--- config.mk ---
export PLATFORM = sky130hd
export DESIGN_NAME = asrv32_clint
export DESIGN_NICKNAME = d
export VERILOG_FILES = /design/src/rtl/asrv32_clint.sv
export SDC_FILE = /design/constraint.sdc
export NUM_CORES = 1
export LEC_CHECK = 0
export BUFFER_PORTS_ARGS = -buffer_cell sky130_fd_sc_hd__clkbuf_2
export CAP_MARGIN = 20
export CELL_PAD_IN_SITES_DETAIL_PLACEMENT = 2
export CELL_PAD_IN_SITES_GLOBAL_PLACEMENT = 2
export CORE_ASPECT_RATIO = 0.7
export CORE_MARGIN = 1
export CORE_UTILIZATION = 31
export CTS_CLUSTER_SIZE = 14
export DETAILED_ROUTE_END_ITERATION = 6
export HOLD_SLACK_MARGIN = 0.02
export PLACE_DENSITY = 0.78
export SLEW_MARGIN = 0
export SYNTH_ARGS = -nofsm -noshare
export SYNTH_HDL_FRONTEND = slang
export SYNTH_SLANG_ARGS = --single-unit
--- constraint.sdc ---
create_clock -name i_clk -period 3.4 [get_ports i_clk]
set_clock_uncertainty 0.1 [all_clocks]
set_input_delay 0 -clock i_clk [delete_from_list [all_inputs] [get_ports i_clk]]
set_output_delay 0 -clock i_clk [all_outputs]
set_load 0.005 [all_outputs]
--- src/rtl/asrv32_clint.sv ---
// Machine timer / software-interrupt controller: owns mtime, mtimecmp and msip,
// serves them on the data bus and mirrors mtime/mtimecmp updates to the CSR unit.
module asrv32_clint #(
    parameter int unsigned CLK_FREQ_MHZ = 100,
    parameter logic [31:0] BASE_ADDR    = 32'h8000_0000
) (
    input  logic        i_clk,
    input  logic        i_rst_n,
    input  logic        i_stb,
    input  logic        i_we,
    input  logic [31:0] i_addr,
    input  logic [3:0]  i_sel,
    input  logic [31:0] i_wdata,
    output logic        o_ack,
    output logic [31:0] o_rdata,
    output logic        o_timer_interrupt,
    output logic        o_software_interrupt,
    output logic        o_mtime_wr_en,
    output logic [63:0] o_mtime_dout,
    output logic        o_mtimecmp_wr_en,
    output logic [63:0] o_mtimecmp_dout
);

    localparam int unsigned CNT_W = (CLK_FREQ_MHZ > 1) ? $clog2(CLK_FREQ_MHZ) : 1;
    localparam logic [CNT_W-1:0] CNT_MAX = CNT_W'(CLK_FREQ_MHZ - 1);

    localparam logic [2:0] OFF_MTIME_LO = 3'd0;
    localparam logic [2:0] OFF_MTIME_HI = 3'd1;
    localparam logic [2:0] OFF_CMP_LO   = 3'd2;
    localparam logic [2:0] OFF_CMP_HI   = 3'd3;
    localparam logic [2:0] OFF_MSIP     = 3'd4;

    logic [CNT_W-1:0] cnt_q, cnt_d;
    logic [63:0]      mtime_q, mtime_d;
    logic [63:0]      mtimecmp_q, mtimecmp_d;
    logic             msip_q, msip_d;
    logic             ack_q, ack_d;
    logic [31:0]      rdata_q, rdata_d;
    logic             mtime_we_q, mtime_we_d;
    logic             mtimecmp_we_q, mtimecmp_we_d;
    logic             tirq_q, tirq_d;

    logic             sel_c;
    logic             wr_c;
    logic             rd_c;
    logic             tick_c;
    logic [2:0]       off_c;
    logic [31:0]      rmux_c;
    logic             unused_c;

    assign unused_c = ^i_addr[1:0];

    // Byte-lane merge of write data into an existing 32-bit word.
    function automatic logic [31:0] merge_bytes(input logic [31:0] old_w,
                                                input logic [31:0] new_w,
                                                input logic [3:0]  be);
        logic [31:0] res;
        res = old_w;
        for (int b = 0; b < 4; b++) begin
            if (be[b]) begin
                res[8*b +: 8] = new_w[8*b +: 8];
            end
        end
        return res;
    endfunction

    always_comb begin
        cnt_d         = cnt_q;
        mtime_d       = mtime_q;
        mtimecmp_d    = mtimecmp_q;
        msip_d        = msip_q;
        ack_d         = 1'b0;
        rdata_d       = 32'd0;
        mtime_we_d    = 1'b0;
        mtimecmp_we_d = 1'b0;
        tirq_d        = 1'b0;
        rmux_c        = 32'd0;

        sel_c  = i_stb && (i_addr[31:5] == BASE_ADDR[31:5]);
        wr_c   = sel_c && i_we && (i_sel != 4'd0);
        rd_c   = sel_c && !i_we;
        off_c  = i_addr[4:2];
        tick_c = (cnt_q == CNT_MAX);

        cnt_d = tick_c ? '0 : cnt_q + CNT_W'(1);

        if (tick_c) begin
            mtime_d    = mtime_q + 64'd1;
            mtime_we_d = 1'b1;
        end

        // Bus writes override the tick; the untouched half holds, no carry.
        if (wr_c) begin
            case (off_c)
                OFF_MTIME_LO: begin
                    mtime_d    = {mtime_q[63:32], merge_bytes(mtime_q[31:0], i_wdata, i_sel)};
                    mtime_we_d = 1'b1;
                end
                OFF_MTIME_HI: begin
                    mtime_d    = {merge_bytes(mtime_q[63:32], i_wdata, i_sel), mtime_q[31:0]};
                    mtime_we_d = 1'b1;
                end
                OFF_CMP_LO: begin
                    mtimecmp_d    = {mtimecmp_q[63:32], merge_bytes(mtimecmp_q[31:0], i_wdata, i_sel)};
                    mtimecmp_we_d = 1'b1;
                end
                OFF_CMP_HI: begin
                    mtimecmp_d    = {merge_bytes(mtimecmp_q[63:32], i_wdata, i_sel), mtimecmp_q[31:0]};
                    mtimecmp_we_d = 1'b1;
                end
                OFF_MSIP: begin
                    if (i_sel[0]) begin
                        msip_d = i_wdata[0];
                    end
                end
                default: ;
            endcase
        end

        case (off_c)
            OFF_MTIME_LO: rmux_c = mtime_q[31:0];
            OFF_MTIME_HI: rmux_c = mtime_q[63:32];
            OFF_CMP_LO:   rmux_c = mtimecmp_q[31:0];
            OFF_CMP_HI:   rmux_c = mtimecmp_q[63:32];
            OFF_MSIP:     rmux_c = {31'd0, msip_q};
            default:      rmux_c = 32'd0;
        endcase

        ack_d   = sel_c;
        rdata_d = rd_c ? rmux_c : 32'd0;
        tirq_d  = (mtime_q >= mtimecmp_q);
    end

    always_ff @(posedge i_clk) begin
        if (!i_rst_n) begin
            cnt_q         <= '0;
            mtime_q       <= 64'd0;
            mtimecmp_q    <= 64'hFFFF_FFFF_FFFF_FFFF;
            msip_q        <= 1'b0;
            ack_q         <= 1'b0;
            rdata_q       <= 32'd0;
            mtime_we_q    <= 1'b0;
            mtimecmp_we_q <= 1'b0;
            tirq_q        <= 1'b0;
        end else begin
            cnt_q         <= cnt_d;
            mtime_q       <= mtime_d;
            mtimecmp_q    <= mtimecmp_d;
            msip_q        <= msip_d;
            ack_q         <= ack_d;
            rdata_q       <= rdata_d;
            mtime_we_q    <= mtime_we_d;
            mtimecmp_we_q <= mtimecmp_we_d;
            tirq_q        <= tirq_d;
        end
    end

    assign o_ack                = ack_q;
    assign o_rdata              = rdata_q;
    assign o_timer_interrupt    = tirq_q;
    assign o_software_interrupt = msip_q;
    assign o_mtime_wr_en        = mtime_we_q;
    assign o_mtime_dout         = mtime_q;
    assign o_mtimecmp_wr_en     = mtimecmp_we_q;
    assign o_mtimecmp_dout      = mtimecmp_q;

endmodule

# == After elaboration in Yosys (flattened, before gate mapping) ==
# Cells that the tools add are included.
# totals
in_bits,72
elab_cells,87
regBits,172
out_inout_bits,165
# op_classes
order_cmp,1
n_mux,13
add_sub_neg,2
n_reduce_logical,29
bitwise_logic,3
n_eq_ne,16
# ops
op,n
one-hot mux 64 bit (2 select lines),2
one-hot mux 32 bit (5 select lines),1
two-way mux 64 bit,2
adder 64 x 1 -> 64 bit (second input constant),1
>= comparator 64 bit,1
two-way mux 8 bit,4
AND reduction 4 bit,8
== test 27 bit (second input constant),1
inequality test 3 bit (second input constant),8
AND reduction 2 bit,10
adder 7 x 1 -> 7 bit (second input constant),1
== test 7 bit (second input constant),1
== test 3 x 2 -> 1 bit (second input constant),2
OR reduction 2 bit,3
logical AND 1 bit,4
two-way mux 1 bit,4
inequality test 2 bit (second input constant),2
nonzero test 4 bit,1
== test 3 x 1 -> 1 bit (second input constant),1
== test 3 bit (second input constant),1
logical NOT 3 bit,1
NOT 1 bit,3
AND reduction 3 bit,1
logical NOT 1 bit,1

# == Longest topological paths before layout ==
# Gate-level depths: netlist (run 1).
# depth
depth_word,6
ltp_mapped,10
mapped_depth_nobuf,8

# == Worst setup path after synthesis (run 1) ==
# Ideal clock, no wire load.
# synth_path
path_kind,register to register
startpoint,register cnt_q[2]
endpoint,"register mtime_q[61], in the netlist o_mtime_dout[61]"
setup_slack_ns,0.789
stages_incl_launch_ff,9
setup_time_ns,0.074
arrival_time_ns,2.437
path_buffers,2
required_time_ns,3.226
synth_period_minus_slack_ns,2.611
cell_sequence,dfxtp_1 or4b_4 buf_6 or3_4 buf_6 nor4_4 nand4_1 or3_1 a31oi_1
# synth_via
elab_chain_cells,4
# synth_rtl
element,line,source
from (decl),33,"logic [CNT_W-1:0] cnt_q, cnt_d;"
from (signal assigned),146,cnt_q <= cnt_d;
== test 7 bit (*),83,tick_c = (cnt_q == CNT_MAX);
two-way mux 64 bit (*),87,if (tick_c) begin
one-hot mux 64 bit (2 select lines),94,case (off_c)
two-way mux 64 bit (*),93,if (wr_c) begin
to (signal assigned),147,mtime_q <= mtime_d;
to (decl),34,"logic [63:0] mtime_q, mtime_d;"
# Every way passes the cells marked *; elsewhere a longest branch is shown, timed or not.
# A chain may end at the register's enable or synchronous reset.

# == Worst setup path after layout (run 1) ==
# layout_path
startpoint,input i_addr[14]
endpoint,"register rdata_q[7], in the netlist o_rdata[7]"
# layout_via
elab_chain_cells,4
# layout_rtl
element,line,source
from (decl),11,"input logic [31:0] i_addr,"
== test 27 bit,79,sel_c = i_stb && (i_addr[31:5] == BASE_ADDR[31:5]);
logical AND 1 bit,79,
logical AND 1 bit,81,rd_c = sel_c && !i_we;
AND reduction 2 bit (no line),--,
to (signal assigned),151,rdata_q <= rdata_d;
to (decl),38,"logic [31:0] rdata_q, rdata_d;"
# No other way between the ends.

==> results of run 1 <==
-- cell families (layout without fill, tap and decap cells) --
| kind of cell | count (synthesis) | in the layout | synth area share, % |
|---|---|---|---|
| AOI/OAI and AO/OA | 351 | 351 | 22.1 |
| xor gates and xnor gates | 16 | 16 | 1.36 |
| adders and majority gates | 66 | 66 | 8.01 |
| buffers and inverters | 150 | 456 | 5.64 |
| DFF | 172 | 172 | 33.4 |
| muxes | 67 | 67 | 6.52 |
| and+or+nand+nor | 462 | 462 | 23.0 |
-- cell type report --
type	instances	share of cell area, %
flip-flops and latches	172	25.8
repair buffers	350	16.2
multi-input cells	962	47.4
inverters	74	2.08
well taps	427	4.00
clock buffers	18	3.21
clock inverters	14	1.37
-- worst register-to-register path, delay by kind of cell, from the launching register on --
kind / cells / cell delay [ps]
AO/OA/AOI/OAI: 1 / 220
flip-flops: 1 / 370
AND/OR/NAND/NOR: 5 / 2160
-- path summary, 6_finish.rpt --
kind	startpoint	end	slack, ps	cells past startpoint
max	i_addr[14]	o_rdata[7]	250	11
min	i_sel[0]	o_mtime_dout[0]	140	4
max reg2reg	cnt_q[2]	o_mtime_dout[59]	430	6
min reg2reg	cnt_q[0]	cnt_q[0]	380	1
-- cell usage after synthesis (3+ instances only) --
library cell / instances / share of area, %
dfxtp_1: 172 / 33
nand2_1: 150 / 5.5
a21oi_1: 106 / 5.1
inv_1: 74 / 2.7
a22oi_1: 69 / 5.0
clkbuf_1: 68 / 2.5
ha_1: 66 / 8.0
mux2i_1: 66 / 6.4
nand4_1: 58 / 3.5
nor2_1: 57 / 2.1
nand3_1: 53 / 2.6
o21ai_0: 51 / 2.5
nor3_1: 32 / 1.6
a31oi_1: 31 / 1.9
and3_1: 24 / 1.5
nor4_1: 22 / 1.3
and4_1: 15 / 1.3
a211oi_1: 11 / 0.80
and2_1: 10 / 0.61
o22ai_1: 9 / 0.55
xor2_1: 9 / 0.76
a21o_1: 8 / 0.58
a31o_2: 8 / 0.68
o211a_1: 8 / 0.78
o211ai_1: 8 / 0.58
o21a_1: 8 / 0.58
or3_1: 7 / 0.42
or4_1: 7 / 0.51
xnor2_1: 7 / 0.59
nor2b_1: 5 / 0.30
a2bb2oi_1: 4 / 0.34
a41oi_1: 4 / 0.34
nand2b_1: 4 / 0.24
a22o_1: 3 / 0.25
a32oi_1: 3 / 0.25
buf_1: 3 / 0.11
nor4b_1: 3 / 0.25
o311a_1: 3 / 0.29
o31ai_1: 3 / 0.22
-- stage by stage --
step	instances	power (mW)
2_1_floorplan	1284	2.16
3_3_place_gp	1942	2.29
3_5_place_dp	1942	2.30
4_1_cts	2017	4.49
5_1_grt	2017	4.59
6_report	2017	4.48
-- per-layer routing --
layer,vias up,track usage (%)
li1,5382,-
met3,56,6.67
met1,6215,45.1
met4,0,7.95
met2,511,49.0
met5,-,0
-- sequential cells by signal, indices dropped and copies added (netlist names) --
| name | flops |
|---|---|
| o_mtime_dout | 64 |
| o_mtimecmp_dout | 64 |
| o_rdata | 32 |
| cnt_q | 7 |
| o_ack | 1 |
| o_mtime_wr_en | 1 |
| o_mtimecmp_wr_en | 1 |
| o_software_interrupt | 1 |
| o_timer_interrupt | 1 |
-- power groups by stage --
| stage | sequential, mW | combinational (mW) | clock, mW |
|---|---|---|---|
| 2_1_floorplan | 2.07 | 0.0959 | 0 |
| 3_3_place_gp | 2.07 | 0.228 | 0 |
| 3_5_place_dp | 2.07 | 0.234 | 0 |
| 4_1_cts | 2.02 | 0.272 | 2.20 |
| 5_1_grt | 2.02 | 0.296 | 2.27 |
| 6_report | 2.02 | 0.283 | 2.18 |
-- timing repair --
action	4_1_cts	5_1_grt
hold buffers	43	0
gates resized for setup	0	1
hold endpoints to repair	138	0
setup endpoints to repair	0	24
==> results.cfg, run 1 <==
[run_status]
status = finished with violations
violations = design-rule violations

[floorplan]
start_util_pct = 31.7
io_pins = 237
die_area_um2 = 34000
num_rows = 55
die-height_um = 155
coreArea_um2 = 32600
die_w_um = 220

[logic_synthesis]
synth-edff-count = 0
syn-num-nets = 1422
netlist_instances = 1284
syn_area_per_cell_um2 = 8.03
yosysWarnings = 0
synth_seq_cells = 172
yosysUniqueCellTypes = 67
async_reset_ff_share_pct = 0
synth_area_um2 = 10300
ys_seq_area_share_pct = 33.4
synthFlopType = dfxtp_1

[critical_path]
arrival_ps = 3430
path_cells = dlygate4sd3_1 > clkbuf_2 > nor4b_2 > dlygate4sd3_1 > nand4_1 > buf_4 > dlygate4sd3_1 > nor3_1 > o211ai_1 > buf_4 > a21oi_1
crit_type = input port to flop
critPathSlowestCell = dlygate4sd3_1
crit_path_end_kind = flop
slowest_delay_ps = 590
path_buf_inv = 6
cp_max_fo = 32
crit_family = buffers and inverters
worstPathRequired_ps = 3680
path_common_cell = dlygate4sd3_1
startpoint_type = input port

[routing]
dr.first_iter.drc_count = 1056
wl_met2_mm = 23.8
top_layer = met4
drt-met1-wl_mm = 25.6
wire_per_inst_um = 26.9
wl_mm = 54.3
drc = 22
ant_nets = 0
via_count = 12164
firstDrtPassIters = 7
viasPerCell = 6.03
wl_met3_mm = 4.01

[clocking]
clock_latency_ps = 470
path_clk_slew_ps = 80
cts_max_level = 4
cts_root_buffer = clkbuf_16
post-cts-setup-buffer-count = 0
clockBufferDepth = 2
cts_tree = built
clock_sinks = 172
numCtsBuffers = 17

[cells_and_area]
syn_to_final_growth_pct = 29.5
nFillCells = 3729
fin_nets = 1715
antenna_cells = 0
multi_input_area_um2 = 6330
final_util_pct = 41.0
area.sequential_um2 = 3440
drive_above_1_share_pct = 22.8
fin_area_um2 = 13400
mostFrequentLayoutCells = clkbuf_2 (233), dfxtp_1 (172), nand2_1 (150)
mostFrequentLayoutCell = clkbuf_2

[pwr]
internal_power_mw = 3.29
leakage_nw = 6.50
p_clk_share_pct = 48.6
seqPwrFrac_pct = 45.1
powerDensity_nw_per_um2 = 335
power.share.combinational_pct = 6.3
p_sw_mw = 1.19
ir_worst_vdd_uv = 191
netSwitchingFraction_pct = 26.6

[timing]
finalWorstSetupSlack_ps = 254
whs_ps = 138
setup_violations = 0
fmax_ghz = 0.318
grt_setup_unrepaired = false
timing.slew.headroom_pct = 38.6
timing.setup.tns_ps = 0
drv_slew = 0
hold_viol = 0
layout_min_cycle_time_ps = 3150
worstMarginPinSlew_ps = 922
fin_crit_sh_pct = 92.5

[place]
port_buffers = 234
hpwl_mm = 39.5
place_ws_ps = 487
place_congestion = 0.909
placed_cell_area_um2 = 12300

[global_route]
antenna_found_initial = 0
globalRouteOverflowTotal = 0
grt_util_all_layers_pct = 31.9
grt_max_degree = 47
grt_pass1_vias = 12660
grt_first_pass_wirelength_mm = 80.9

[flow_run]
max_cap_violations = 0

[worst_hold_path]
worstHoldPathType = input port to flop
Note: power is estimated with default switching activity, not from simulation.
==> inputs of run 2 (changes only) <==
--- a/config.mk
+++ b/config.mk
@@ -16,6 +16,7 @@
 export DETAILED_ROUTE_END_ITERATION = 6
 export HOLD_SLACK_MARGIN = 0.02
 export PLACE_DENSITY = 0.78
+export RECOVER_POWER = 25
 export SLEW_MARGIN = 0
 export SYNTH_ARGS = -nofsm -noshare
 export SYNTH_HDL_FRONTEND = slang
==> run 2 against run 1 <==
Effect of this change:
- the flow still finishes with violations (design-rule violations)
- register-to-register slack better by 20 ps
- combinational power about the same
- worst setup slack improved by 11 ps
- clock power barely moved
- wire length is 0.11% higher
- power increased by 0.15%
- die area unchanged
- critical path depth unchanged
- critical path type unchanged
- largest cell class unchanged
==> results.cfg, run 2 (synthesis results as in run 1) <==
[run_status]
status = finished with violations
violations = design-rule violations

[flow_run]
max_cap_violations = 0

[place]
hpwl_mm = 39.5
place_inst = 1942
place_congestion = 0.909
port_buffers = 234

[routing]
viasPerCell = 6.06
wire_per_inst_um = 26.9
dr.first_iter.drc_count = 1061
via_count = 12226
firstDrtPassIters = 7
wl_mm = 54.3
drc = 22
ant_nets = 0

[critical_path]
reg2reg_to = o_mtime_dout[59]
arrival_ps = 3420
crit_path_end_kind = flop
crit_type = input port to flop
startpoint_type = input port
r2r_slack_ps = 450
slowest_delay_ps = 600
critPathSlowestCell = dlygate4sd3_1
crit_family = buffers and inverters
worstPathRequired_ps = 3680
cp_max_fo = 32
path_buf_inv = 6
path_cells = dlygate4sd3_1 > clkbuf_2 > nor4b_2 > dlygate4sd3_1 > nand4_1 > buf_4 > dlygate4sd3_1 > nor3_1 > o211ai_1 > buf_4 > a21oi_1
path_common_cell = dlygate4sd3_1
r2r-start = cnt_q[2]
reg2reg_depth = 6

[timing]
timing.setup.tns_ps = 0
fmax_ghz = 0.319
timing.slew.headroom_pct = 38.7
worstMarginPinSlew_ps = 920
layout_min_cycle_time_ps = 3130
hold_viol = 0
setup_violations = 0
fin_crit_sh_pct = 92.2
drv_slew = 0
grt_setup_unrepaired = false
whs_ps = 143

[worst_hold_path]
worstHoldPathType = input port to flop
min_to = o_mtime_dout[0]
hold_start = i_sel[0]
min_path_cells = 4

[clocking]
numCtsBuffers = 17
clock_latency_ps = 480
path_clk_slew_ps = 80
clockBufferDepth = 2
clock_sinks = 172
cts_root_buffer = clkbuf_16
cts_max_level = 4
cts_tree = built
post-cts-setup-buffer-count = 0

[pwr]
ir_worst_vdd_uv = 191
p_clk_share_pct = 48.7
finalPower_mw = 4.49
internal_power_mw = 3.29
p_sw_mw = 1.20
power.share.combinational_pct = 6.3
powerDensity_nw_per_um2 = 337
seqPwrFrac_pct = 45.0
netSwitchingFraction_pct = 26.7
leakage_nw = 6.35

[floorplan]
num_rows = 55
die_w_um = 220
coreArea_um2 = 32600
io_pins = 237
start_util_pct = 31.7
die_area_um2 = 34000
die-height_um = 155

[global_route]
antenna_found_initial = 0
globalRouteOverflowTotal = 0
grt_first_pass_wirelength_mm = 80.9
grt_pass1_vias = 12660
grt_util_all_layers_pct = 31.9
grt_max_degree = 47

[cells_and_area]
fin_nets = 1715
final_cells = 2017
syn_to_final_growth_pct = 28.9
antenna_cells = 0
mostFrequentLayoutCell = clkbuf_2
drive_above_1_share_pct = 19.6
mostFrequentLayoutCells = clkbuf_2 (182), dfxtp_1 (172), nand2_1 (150)
[run 2: power groups by stage]
stage / logic, mW / registers, mW / clock network, mW
6_report: 0.282 / 2.02 / 2.19
5_1_grt: 0.296 / 2.02 / 2.27
4_1_cts: 0.272 / 2.02 / 2.20
3_5_place_dp: 0.234 / 2.07 / 0
3_3_place_gp: 0.228 / 2.07 / 0
2_1_floorplan: 0.0959 / 2.07 / 0
[run 2: how the worst max path moves through the flow]
| stage | start | to | slack (ps) | depth (start not counted) |
|---|---|---|---|---|
| global placement | cnt_q[2] | o_mtime_dout[39] | 560 | 7 |
| finish | i_addr[14] | o_rdata[7] | 270 | 11 |
| floorplan | cnt_q[2] | o_mtime_dout[61] | 790 | 8 |
| detailed placement | cnt_q[2] | o_mtime_dout[39] | 490 | 7 |
| global route | i_addr[14] | o_rdata[7] | 40 | 11 |
| CTS | i_addr[14] | o_rdata[7] | 210 | 11 |
[run 2: through the flow]
step	area, um^2	util [%]	setup WS, ps
final	13300	40.8	265
after global routing	13300	40.8	39.1
after CTS	13400	41.0	210
after detailed placement	12300	37.8	487
after global placement	12300	37.8	565
after floorplan	10300	-	789
[run 2: cell type report]
| class | instances | area [um^2] |
|---|---|---|
| clock inverter | 14 | 183 |
| fill | 3762 | 19300 |
| clock buffer | 18 | 429 |
| sequential | 172 | 3440 |
| multi-input combinational | 962 | 6330 |
| timing repair buffer | 350 | 2100 |
| inverter | 74 | 278 |
| tap | 427 | 534 |
[run 2: tightest hold or removal path, cell delays in order]
cell	delay, ps
clkbuf_2	210
nor2b_1	270
nand3_1	120
a21oi_1	70
[run 2: timing repair]
action                                  CTS  global route
hold endpoints to repair                138             0
endpoints found under the setup margin    0            24
gates resized for setup                   0             1
hold buffers                             43             0
[run 2: routing by layer]
metal | track usage [%] | up-vias | share of wire (%)
li1 | - | 5376 | -
met1 | 45.1 | 6286 | 47
met2 | 49.0 | 501 | 44
met3 | 6.67 | 63 | 7.4
met4 | 7.95 | 0 | 1.6
met5 | 0 | - | 0
